File: config.mk
export PLATFORM = sky130hd
export DESIGN_NAME = decode_regfile_sb
export DESIGN_NICKNAME = d
export VERILOG_FILES = /design/src/rtl/decode_regfile_sb.sv
export SDC_FILE = /design/constraint.sdc
export NUM_CORES = 2
export LEC_CHECK = 0
export CORE_MARGIN = 2
export CORE_UTILIZATION = 55
export CTS_BUF_LIST = sky130_fd_sc_hd__clkbuf_4 sky130_fd_sc_hd__clkbuf_8 sky130_fd_sc_hd__clkbuf_16
export DETAILED_ROUTE_END_ITERATION = 10
export GPL_ROUTABILITY_DRIVEN = 0
export HOLD_SLACK_MARGIN = 0.06
export PLACE_DENSITY = 0.7
export SYNTH_ARGS = -nofsm -noshare
export SYNTH_HDL_FRONTEND = slang
export SYNTH_SLANG_ARGS = --single-unit
File: constraint.sdc
create_clock -name clk -period 4.7 [get_ports clk]
set_input_delay 0.94 -clock clk [delete_from_list [all_inputs] [get_ports clk]]
set_output_delay 0.94 -clock clk [all_outputs]
set_load 0.005 [all_outputs]
File: src/rtl/decode_regfile_sb.sv
// rtl/decode_regfile_sb.sv - decode-stage register file with writeback bypass and busy scoreboard
module decode_regfile_sb #(
  parameter int XLEN  = 32,
  parameter int NREGS = 32,
  parameter int NREAD = 2,
  localparam int AW   = $clog2(NREGS)
) (
  input  logic                  clk,
  input  logic                  rst,
  input  logic [NREAD*AW-1:0]   rd_addr,
  input  logic [NREAD-1:0]      rd_used,
  output logic [NREAD*XLEN-1:0] rd_data,
  input  logic                  wb_valid,
  input  logic [AW-1:0]         wb_rd,
  input  logic [XLEN-1:0]       wb_data,
  input  logic                  issue_valid,
  input  logic [AW-1:0]         issue_rd,
  input  logic                  issue_long,
  output logic                  stall,
  output logic [NREGS-1:0]      busy
);

  logic [XLEN-1:0]  regs [NREGS];
  logic [NREGS-1:0] clr;
  logic [NREGS-1:0] set;
  logic [NREGS-1:0] eff;
  logic             hazard;

  // Register 0 is excluded from both vectors so it can never become busy.
  always_comb begin
    clr = '0;
    set = '0;
    for (int r = 1; r < NREGS; r++) begin
      clr[r] = wb_valid && (wb_rd == AW'(r));
      set[r] = issue_valid && issue_long && !stall && (issue_rd == AW'(r));
    end
  end

  assign eff = busy & ~clr;

  always_comb begin
    hazard = issue_long && eff[issue_rd];
    for (int i = 0; i < NREAD; i++) begin
      hazard = hazard || (rd_used[i] && eff[rd_addr[i*AW +: AW]]);
    end
    stall = !rst && issue_valid && hazard;
  end

  always_comb begin
    rd_data = '0;
    for (int i = 0; i < NREAD; i++) begin
      if (!rst && rd_addr[i*AW +: AW] != '0) begin
        if (wb_valid && wb_rd == rd_addr[i*AW +: AW]) begin
          rd_data[i*XLEN +: XLEN] = wb_data;
        end else begin
          rd_data[i*XLEN +: XLEN] = regs[rd_addr[i*AW +: AW]];
        end
      end
    end
  end

  always_ff @(posedge clk) begin
    if (rst) begin
      for (int r = 0; r < NREGS; r++) begin
        regs[r] <= '0;
      end
    end else if (wb_valid && wb_rd != '0) begin
      regs[wb_rd] <= wb_data;
    end
  end

  // A new long producer owns the register even if the old one retires this cycle.
  always_ff @(posedge clk) begin
    if (rst) begin
      busy <= '0;
    end else begin
      busy <= (busy & ~clr) | set;
    end
  end

endmodule

==> results.sh <==
export IMPL_status="finished, final reports clean"
export IMPL_worst_path_largest_cell_delay_ns=0.51
export IMPL_r2r_end="busy[5]"
export IMPL_hold_class="flop to flop"
export IMPL_setup_viol=0
export IMPL_globalRouteOverflowTotal=0
export IMPL_drt_first_iter_violations=7034
export IMPL_crit_family="buffers and inverters"
export IMPL_numCtsBuffers=110
export IMPL_dp_cells=5682
export IMPL_min_period_ns=4.67
export IMPL_grt_pass1_vias=40300
export IMPL_syn_inst=4163
export IMPL_htreeDepth=3
export IMPL_syn_to_final_growth_pct=16.5
export IMPL_grt_usage_pct=38.7
export IMPL_met1_usage_pct=52.8
export IMPL_grt_pass1_wl_um=294000
export IMPL_synth_top_area_cell="edfxtp_1"
export IMPL_die_area_sq_mm=0.108
export IMPL_timing_rr_start="busy[12]"
export IMPL_cts_tree="yes"
export IMPL_clk_pin_slew_worst_paths_ns=0.06
export IMPL_critPathCaptureType="primary output"
export IMPL_antenna_found_initial=17
export IMPL_peakVddDrop_uv=310
export IMPL_fmax_mhz=214
export IMPL_initial_utilization_pct=55.4
export IMPL_core_area_sq_mm=0.105
export IMPL_path_class="input port to primary output"
export IMPL_die_h_um=329
export IMPL_async_flop_share_pct=0
export IMPL_cp_num_buf_inv=5
export IMPL_met2_usage_pct=57.3
export IMPL_synthTopCellsByCount="edfxtp_1, and2_1, mux4_2, clkbuf_1, mux2i_1"
export IMPL_hold_viol_final=0
export IMPL_whs_path_depth=2
export IMPL_power_mw=23.3
export IMPL_syn_area_per_cell_sq_um=14.0
export IMPL_clock_skew_ns=0.0318
export IMPL_crit_path_max_fanout=19
export IMPL_place_ws_ns=-0.312
export IMPL_dp_hpwl_um=123000
export IMPL_grt_busiest_layer="met2"
export IMPL_cts_buffer_depth=3
export IMPL_vias=41600
export IMPL_synth_top_cell_area_share_pct=52.8
export IMPL_io_buffers=154
export IMPL_fin_ws_ns=0.0323
export IMPL_reg2reg_slack_ns=2.28
export IMPL_synth_distinct_cells=65
export IMPL_crit_required_ns=3.76
export IMPL_cp_start_kind="input port"
export IMPL_clk_latency_ns=0.71
export IMPL_rr_worst_depth=7
export IMPL_cts_sinks=1055
export IMPL_syn_cell_area_sq_mm=0.0582
export IMPL_hp_start="busy[7]"
export IMPL_post_route_period_util_pct=99.3
export IMPL_cp_arrival_ns=3.73
export IMPL_fin_util_pct=64.5
export IMPL_yosys_register_bits=1055
export IMPL_wl_um=210000
export IMPL_via_per_inst=7.06
export IMPL_holdPathEnd="busy[7]"
export IMPL_ios=156
export IMPL_slowest_stage="clkdlybuf4s50_1"
export IMPL_die_x_um=329
export IMPL_layout_cells_non_filler=5897
export IMPL_synth_edf_count=1024
export IMPL_grt_max_degree=61
export IMPL_clockRootBuffer="clkbuf_16"
export IMPL_p_per_area_mw_per_mm2=343
export IMPL_yosysWarnings=0
export IMPL_power_leakage_nw=23.9
export IMPL_post_drt_wl_per_cell_um=35.5
export IMPL_synthTopCellsByArea="edfxtp_1, mux4_2, and2_1, mux2i_1, clkbuf_1"
export IMPL_first_pass_iters=7
export IMPL_ys_seq_area_share_pct=53.9
export IMPL_num_rows=119
export IMPL_slew_headroom_pct=26.4
export IMPL_worst_pin_slew_ns=1.10
export IMPL_synth_most_common_cell="edfxtp_1"
export IMPL_final_max_slew_viol_count=0
export IMPL_max_cap_violations=0
export IMPL_yosys_most_used_dff="edfxtp_1"
export IMPL_postRouteAntennaNets=0
export IMPL_drive_above_1_share_pct=27.2
export IMPL_nets=4463
export IMPL_rsz0062_at_grt="no"
export IMPL_timing_critical_path_cells="buf_4 > nor2_4 > buf_12 > buf_12 > a221oi_1 > a22oi_1 > o21ai_0 > buf_4 > o211ai_1 > a21oi_1 > clkdlybuf4s50_1"
export IMPL_use_met3_pct=11.7
export IMPL_drc=0
export IMPL_ctsHoldBuffers=0
[sequential cells by signal, summed over array words and instances, names as in the netlist]
signal and flops:
regs 1024, busy 31
[cells by family (layout without fill, tap and decap cells)]
| family | Yosys count | after routing | synth area share, % |
|---|---|---|---|
| flip-flops | 1055 | 1055 | 53.9 |
| AND/OR/NAND/NOR | 1363 | 1363 | 13.8 |
| XOR/XNOR | 12 | 12 | 0.181 |
| AO/OA/AOI/OAI | 529 | 529 | 6.17 |
| multiplexers | 757 | 757 | 22.9 |
| buffers and inverters | 446 | 744 | 3.06 |
| other | 1 | 46 | 0.00644 |
[layer usage]
layer	part of all wire, %	routed length (um)
met4	5.3	11100
met5	0.014	30
met1	35	74000
met2	44	92100
met3	15	32400
[how the worst max path moves through the flow]
stage / from / end / slack, ns / depth (start not counted)
after floorplan: rd_addr[5] / rd_data[32] / 0.83 / 7
after global placement: wb_rd[1] / rd_data[53] / -0.25 / 9
after detailed placement: wb_rd[1] / rd_data[53] / -0.31 / 9
after CTS: wb_rd[0] / rd_data[30] / 0.01 / 9
after global routing: rd_addr[2] / rd_data[17] / 0.01 / 11
final: rd_addr[2] / rd_data[17] / 0.03 / 11
[repair_timing]
action | in CTS | in global routing
setup buffers | 0 | 1
endpoints found under the hold margin | 0 | 0
gates resized for setup | 6 | 26
pin swaps | 1 | 3
endpoints found under the setup margin | 5 | 38
[power by group]
group | leakage [nW] | switching, mW | internal, mW | total [mW]
Clock | 1.80 | 3.76 | 5.07 | 8.83
Sequential | 10.0 | 0.261 | 10.8 | 11.1
Combinational | 12.1 | 1.85 | 1.50 | 3.36
[area by class of cell]
type                    instances  area, sq um
fillers                      7588        37300
flip-flops and latches       1055        31400
multi-input cells            2694        25600
repair buffers                537         5540
clock buffers                 141         3020
well taps                    1391         1740
clock inverters                60          564
diodes                         13         32.5
inverters                       6         22.5
[cells in the final DEF, fill, tap and decap left out, types with 7 or more instances in the layout]
cell type / Yosys / layout
a22oi_1: 67 / 67
mux2i_1: 232 / 232
diode_2: 0 / 13
nor3_1: 11 / 9
o31ai_2: 9 / 9
and2_1: 992 / 992
o2111ai_1: 8 / 8
nand3b_1: 10 / 10
o21ai_0: 106 / 105
or2_2: 52 / 52
nor2b_1: 13 / 10
xnor2_1: 8 / 7
nor2_1: 146 / 114
dfxtp_1: 31 / 31
buf_12: 0 / 88
clkdlybuf4s50_1: 0 / 138
nand2_1: 58 / 58
mux4_2: 452 / 452
clkbuf_16: 0 / 111
nor2_4: 0 / 32
clkinv_1: 0 / 20
edfxtp_1: 1024 / 1024
a211oi_1: 33 / 30
o21ai_1: 18 / 14
mux2_2: 72 / 72
o31ai_1: 19 / 19
buf_4: 4 / 298
a221oi_1: 65 / 65
o211ai_1: 76 / 76
clkbuf_4: 0 / 27
clkinv_2: 0 / 23
nand3_1: 36 / 34
bufinv_16: 0 / 10
nand2b_1: 13 / 7
conb_1: 1 / 33
a21oi_1: 97 / 97
[worst min-delay path: stages (launching register included)]
cell,delay [ns]
dfxtp_1,0.37
nand3b_1,0.11
o31ai_1,0.06
[stage by stage]
stage | TNS [ns] | hold WS, ns | area, sq um
after detailed placement | -0.405 | 0.567 | 64100
after CTS | 0 | 0.575 | 67700
after global placement | -0.290 | 0.566 | 64100
final | 0 | 0.584 | 67800
after floorplan | 0 | 0.500 | 58300
after global routing | 0 | 0.607 | 67800
Power figures use the tool's default switching activity.
